**config.mk**
```make
export PLATFORM = sky130hd
export DESIGN_NAME = sipo_deframer
export DESIGN_NICKNAME = d
export VERILOG_FILES = /design/src/rtl/sipo_deframer_pkg.sv /design/src/rtl/sipo_core.sv /design/src/rtl/sipo_deframer.sv
export SDC_FILE = /design/constraint.sdc
export NUM_CORES = 1
export LEC_CHECK = 0
export ABC_AREA = 1
export ABC_CLOCK_PERIOD_IN_PS = 1250
export BUFFER_PORTS_ARGS = -buffer_cell sky130_fd_sc_hd__buf_4
export CORE_MARGIN = 3
export CORE_UTILIZATION = 40
export DETAILED_ROUTE_END_ITERATION = 10
export GPL_TIMING_DRIVEN = 0
export HOLD_SLACK_MARGIN = 0.1
export SYNTH_ARGS = -nofsm -noshare
export SYNTH_HDL_FRONTEND = slang
export SYNTH_HIERARCHICAL = 1
export SYNTH_SLANG_ARGS = --single-unit
```
**constraint.sdc**
```tcl
create_clock -name clk -period 1.25 [get_ports clk]
set_clock_uncertainty 0.15 [all_clocks]
set_input_delay 0.125 -clock clk [delete_from_list [all_inputs] [get_ports clk]]
set_output_delay 0.125 -clock clk [all_outputs]
set_load 0.02 [all_outputs]
```
**src/rtl/sipo_deframer_pkg.sv**
```systemverilog
// ---------------------------------------------------------------------------
// sipo_deframer_pkg : shared state encoding and counter sizing for the deframer
// Revision: 1.0
// ---------------------------------------------------------------------------
`default_nettype none

package sipo_deframer_pkg;

  typedef enum logic [0:0] {
    ST_IDLE  = 1'b0,
    ST_SHIFT = 1'b1
  } state_t;

  // Counter must hold values 0..WIDTH
  function automatic int cnt_width(input int width);
    return $clog2(width + 1);
  endfunction

endpackage

`default_nettype wire

```
**src/rtl/sipo_core.sv**
```systemverilog
// ---------------------------------------------------------------------------
// sipo_core : shift register and bit counter; exposes the post-shift word
// Revision: 1.0
// ---------------------------------------------------------------------------
`default_nettype none

module sipo_core
  import sipo_deframer_pkg::*;
#(
  parameter int WIDTH     = 4,
  parameter bit MSB_FIRST = 1'b1
) (
  input  logic                            clk,
  input  logic                            reset,
  input  logic                            i_load_first,
  input  logic                            i_shift_en,
  input  logic                            i_sin,
  output logic [WIDTH-1:0]                o_next_word,
  output logic [cnt_width(WIDTH)-1:0]     o_count
);

  localparam int CW = cnt_width(WIDTH);

  logic [WIDTH-1:0] r_sreg;
  logic [CW-1:0]    r_count;
  logic [WIDTH-1:0] w_base;

  // A first bit starts from a clean register so stale bits never leak
  assign w_base = i_load_first ? '0 : r_sreg;

  generate
    if (MSB_FIRST) begin : g_msb_first
      logic w_unused_top;
      assign w_unused_top = w_base[WIDTH-1];
      assign o_next_word  = {w_base[WIDTH-2:0], i_sin};
    end else begin : g_lsb_first
      logic w_unused_bottom;
      assign w_unused_bottom = w_base[0];
      assign o_next_word     = {i_sin, w_base[WIDTH-1:1]};
    end
  endgenerate

  always_ff @(posedge clk or negedge reset) begin
    if (!reset) begin
      r_sreg  <= '0;
      r_count <= '0;
    end else if (i_load_first) begin
      r_sreg  <= o_next_word;
      r_count <= CW'(1);
    end else if (i_shift_en) begin
      r_sreg  <= o_next_word;
      r_count <= (r_count == CW'(WIDTH - 1)) ? '0 : r_count + CW'(1);
    end
  end

  assign o_count = r_count;

endmodule

`default_nettype wire

```
**src/rtl/sipo_deframer.sv**
```systemverilog
// ---------------------------------------------------------------------------
// sipo_deframer : serial-to-parallel deframer with valid/ready output and
//                 sticky framing/overrun flags
// Revision: 1.0
// ---------------------------------------------------------------------------
`default_nettype none

module sipo_deframer
  import sipo_deframer_pkg::*;
#(
  parameter int WIDTH     = 4,
  parameter bit MSB_FIRST = 1'b1
) (
  input  logic             clk,
  input  logic             reset,
  input  logic             sin,
  input  logic             sin_valid,
  input  logic             sof,
  input  logic             out_ready,
  input  logic             clr_err,
  output logic [WIDTH-1:0] dout,
  output logic             dout_valid,
  output logic             busy,
  output logic             frame_err,
  output logic             overrun
);

  localparam int CW = cnt_width(WIDTH);

  state_t           r_state;
  logic [WIDTH-1:0] r_dout;
  logic             r_dout_valid;
  logic             r_frame_err;
  logic             r_overrun;

  logic             w_load_first;
  logic             w_shift_en;
  logic             w_complete;
  logic             w_accept;
  logic [WIDTH-1:0] w_next_word;
  logic [CW-1:0]    w_count;

  assign w_load_first = sin_valid & sof;
  assign w_shift_en   = sin_valid & ~sof & (r_state == ST_SHIFT);
  assign w_complete   = w_shift_en & (w_count == CW'(WIDTH - 1));
  // Output slot is free if empty or being drained on this same edge
  assign w_accept     = ~r_dout_valid | out_ready;

  sipo_core #(
    .WIDTH     (WIDTH),
    .MSB_FIRST (MSB_FIRST)
  ) u_core (
    .clk          (clk),
    .reset        (reset),
    .i_load_first (w_load_first),
    .i_shift_en   (w_shift_en),
    .i_sin        (sin),
    .o_next_word  (w_next_word),
    .o_count      (w_count)
  );

  always_ff @(posedge clk or negedge reset) begin
    if (!reset) begin
      r_state      <= ST_IDLE;
      r_dout       <= '0;
      r_dout_valid <= 1'b0;
      r_frame_err  <= 1'b0;
      r_overrun    <= 1'b0;
    end else begin
      if (w_load_first) begin
        r_state <= ST_SHIFT;
      end else if (w_complete) begin
        r_state <= ST_IDLE;
      end

      if (w_complete && w_accept) begin
        r_dout       <= w_next_word;
        r_dout_valid <= 1'b1;
      end else if (out_ready) begin
        r_dout_valid <= 1'b0;
      end

      if (w_load_first && (r_state == ST_SHIFT)) begin
        r_frame_err <= 1'b1;
      end else if (clr_err) begin
        r_frame_err <= 1'b0;
      end

      if (w_complete && !w_accept) begin
        r_overrun <= 1'b1;
      end else if (clr_err) begin
        r_overrun <= 1'b0;
      end
    end
  end

  assign dout       = r_dout;
  assign dout_valid = r_dout_valid;
  assign busy       = (r_state == ST_SHIFT);
  assign frame_err  = r_frame_err;
  assign overrun    = r_overrun;

endmodule

`default_nettype wire

```
### Yosys cells after proc, flatten, opt, wreduce, memory -nomap -nowiden

Index checks and enable logic that the tools add are counted.

* bits in registers: 14
* latch bits: 0
* RAM bits: 0
* bits in read-only memories: 0
* bits of input ports: 7
* output and inout port bits: 8
* word-level logic and storage cells: 38
* memories kept: 0

* add/sub/neg operators: 1
* $mul: 0
* div/mod/pow operators: 0
* $lt $le $gt $ge: 0
* equal/unequal tests: 1
* shift operators: 0
* multiplexer cells: 13
* bitwise logic cells: 7
* reductions and logical operators: 9

Operators with widths (count)
* 3-bit two-way mux: 6
* 2-bit nonzero test: 5
* 1-bit two-way mux: 7
* 1-bit AND: 4
* 3-bit by 1-bit adder with 3-bit output, second input constant: 1
* 3-bit by 2-bit equality test with 1-bit output, second input constant: 1
* 1-bit logical AND: 3
* 1-bit NOT: 2
* 1-bit logical NOT: 1
* 1-bit OR: 1

### Logic depth before layout (Yosys ltp)

* depth in word-level cells: 6
* mapped depth: 6

### Cells and area by module

Netlist, hierarchy kept.

Modules (own cells, without submodules)
* sipo_deframer: times used 1, cells an instance 39, area each 375.4 µm², seq. area each 200.2 µm²
* sipo_core: times used 1, cells an instance 37, area each 290.3 µm², seq. area each 150.1 µm²

### Worst setup path before layout

OpenSTA, ideal clock, no wires.

* path type: register to register
* start: register r_state, in the netlist busy
* end: register u_core.r_count[0], in the netlist u_core/o_count[0]
* library setup time: 0.121 ns
* data arrival time: 1.003 ns
* required time: 0.979 ns
* slack: -0.024 ns
* stages on the path, launching flop included: 6
* path through: dfrtp_1 nand2_2 nor2_8 inv_2 a21oi_1 nand2_1

* word-level cells in the longest chain between the ends: 2

Ends and longest elaborated chain
* start, declared: RTL line sipo_deframer.sv:30 `state_t r_state;`
* start signal, assigned: RTL line sipo_deframer.sv:64 `r_state <= ST_IDLE;`
* start signal, assigned: RTL line sipo_deframer.sv:71 `r_state <= ST_SHIFT;`
* start signal, assigned: RTL line sipo_deframer.sv:73 `r_state <= ST_IDLE;`
* 1-bit AND: RTL line sipo_deframer.sv:44 `assign w_shift_en = sin_valid & ~sof & (r_state == ST_SHIFT);`
* net w_shift_en: RTL line sipo_deframer.sv:37 `logic w_shift_en;`
* 2-bit nonzero test (no source line)
* end signal, assigned: RTL line sipo_core.sv:52 `r_count <= (r_count == CW'(WIDTH - 1)) ? '0 : r_count + CW'(1);`
* end, declared: RTL line sipo_core.sv:25 `logic [CW-1:0] r_count;`

The timed path passes the listed nets, and every way through them passes these cells.
A chain may end at the register's enable or synchronous reset.

### Worst setup path after layout

* start: register r_state, in the netlist busy
* end: register u_core.r_sreg[0]

* word-level cells in the longest chain between the ends: 2

Ends and longest elaborated chain
* 1-bit AND: RTL line sipo_deframer.sv:44
* net w_shift_en: RTL line sipo_deframer.sv:37
* 2-bit nonzero test (no source line)
* end signal, assigned: RTL line sipo_core.sv:48 `r_sreg <= o_next_word;`
* end signal, assigned: RTL line sipo_core.sv:51 `r_sreg <= o_next_word;`
* end, declared: RTL line sipo_core.sv:24 `logic [WIDTH-1:0] r_sreg;`

The timed path passes the listed nets, and every way through them passes these cells.

==> metrics.cfg <==
[synthesis]
syn_area_per_cell_um2=8.76
synth_nets=84
yosysWarningCount=6
synthesis.area_um2=666
yosysSeqAreaShare=0.526
synthCells=76
yosys_register_bits=14
ys_types=17

[timing]
relSlewSlack=0.798
fmax_mhz=831
worst_slew_pin_slew_ns=0.302
hold_violations=0
drv_slew=0
holdWs_ns=0.0230
setup_ws_ns=0.0460
tns_ns=0
finalSetupViolCount=0
finalCriticalPeriod_ns=1.20
finalCritPeriodShare=0.963

[cts]
cts_tree=built
cts_sinks=14
cts_max_path_buffers=2
cts_hold_buf=5
cts_buffers=3
clk_pin_slew_worst_paths_ns=0.09
cts_root_buf=clkbuf_4
insertion_delay_ns=0.27
htreeDepth=1

[placement]
place_hpwl_um=875
gp_congestion=0.770
port_buffers=14
pre_cts_ws_ns=0.0558

[pwr]
power_density_mw_per_mm2=1440
p_leak_nw=0.491
ir_drop_uv=782
power_mw=1.32

[layout]
final_nets=111
diodes=0
syn2layout_area_growth_pct=38.0
fin_util=0.596
drive_gt1_frac=0.314

[drt]
num_vias=534
routed_via_density=4.53
dr.pass1.iters=4
drtIter0Drc=7
drcViolationCount=0
routed_wl_um=1260
ant_nets=0
avgRoutedWirePerCell_um=10.7

[floorplanning]
die_h_um=46.8
rows=14
core_area_mm2=0.00154
io-pin-count=15
die_x_um=46.8
dieArea_mm2=0.00219
initial_core_util=0.432

[job]
cap_viol_max_count=0

[outcome]
status=finished clean

[global_routing]
grt_max_degree=15
overflow=0
grt_first_pass_wirelength_um=1930
antenna_found_initial=0
grt_pass1_vias=468
grt.total_usage=0.129

[critical_path]
path_class=reg2reg
cp.arrival_ns=1.22
critPathRequiredTime_ns=1.26
path_max_fanout=7
end_kind=flop
critPathLaunchType=flop

[worst_hold_path]
hold_path_class=in2reg

## worst paths after layout
check | from | end | slack, ns | cells after the start
max reg2reg | busy$_DFFE_PN0P_ | u_core/r_sreg[0]$_DFFE_PN0P_ | 0.05 | 5
min reg2reg | dout[2]$_DFFE_PN0P_ | dout[2]$_DFFE_PN0P_ | 0.33 | 2
min in group asynchronous | reset | frame_err$_DFFE_PN0P_ | 0.63 | 3
min | sof | overrun$_DFFE_PN0P_ | 0.02 | 4
max in group asynchronous | reset | busy$_DFFE_PN0P_ | 0.14 | 3
max | busy$_DFFE_PN0P_ | u_core/r_sreg[0]$_DFFE_PN0P_ | 0.05 | 5
## through the flow
step                      std cells  instance area [um^2]
after global routing            118                   918
after detailed placement        106                   792
after global placement          106                   792
final                           118                   918
after CTS                       115                   878
after floorplan                  76                   667
## cell type report
cell class	count	area, um^2
Fill cell	140	623
Sequential cell	14	352
Multi-Input combinational cell	51	275
Timing Repair Buffer	22	190
Inverter	10	37.5
Clock buffer	4	36.3
Tap cell	16	20.0
Buffer	1	7.51
## logic make-up after synthesis
kind of cell | Yosys count | share of synthesized area
simple gates | 45 | 0.344
flops | 14 | 0.526
buf+inv | 11 | 0.0677
compound gates | 5 | 0.0432
fa+ha+maj | 1 | 0.0188
## flip-flops by register name (all words and copies together) (netlist names)
name and flops:
u_core/o_count 3, u_core/r_sreg 3, frame_err 1, dout_valid 1
overrun 1, dout 4, busy 1
## metal layers
metal	part of all wire	vias up	wire, um	global-route usage
met1	0.47	234	599	0.154
met2	0.46	10	583	0.203
met5	0	-	0	0
met4	0.0095	0	12	0.0829
met3	0.052	2	66	0.0345
li1	-	288	-	-
## Yosys cell counts
cell type,number,area (um^2)
buf_4,1,7.51
o21ai_0,2,10.0
ha_1,1,12.5
nand2_2,2,12.5
a21oi_1,2,10.0
nand3_4,1,17.5
nor2_8,1,20.0
o21ai_2,1,8.76
nand2_1,29,109
nor2_1,3,11.3
nand4_1,4,25.0
inv_1,9,33.8
dfrtp_1,14,350
nor2_2,2,12.5
inv_2,1,3.75
nor2_4,1,11.3
nand3_1,2,10.0
## power by group
group          switching [mW]  leakage, nW  internal, mW
Clock                   0.148       0.0210         0.177
Sequential             0.0498        0.179         0.535
Combinational           0.229        0.291         0.183
Total                   0.427        0.491         0.895
## worst max-delay path, stage by stage, from the launching register on
cell	delay, ns
dfrtp_2	0.45
nand2_4	0.10
nor2_8	0.06
buf_12	0.13
o21ai_0	0.13
nand2_1	0.07
## cell usage in the layout (no fill, tap or decap), drive strengths merged
cell	count
a21oi	2
o21ai	3
ha	1
dfrtp	14
nand4	4
nor2	7
nand2	31
nand3	3
inv	10
clkbuf	4
dlygate4sd3	5
buf	18
## repair_timing
action,in CTS,in global routing
gates resized for setup,0,1
setup endpoints to repair,0,5
setup buffers,0,3
endpoints found under the hold margin,28,9
Power figures use the tool's default switching activity.
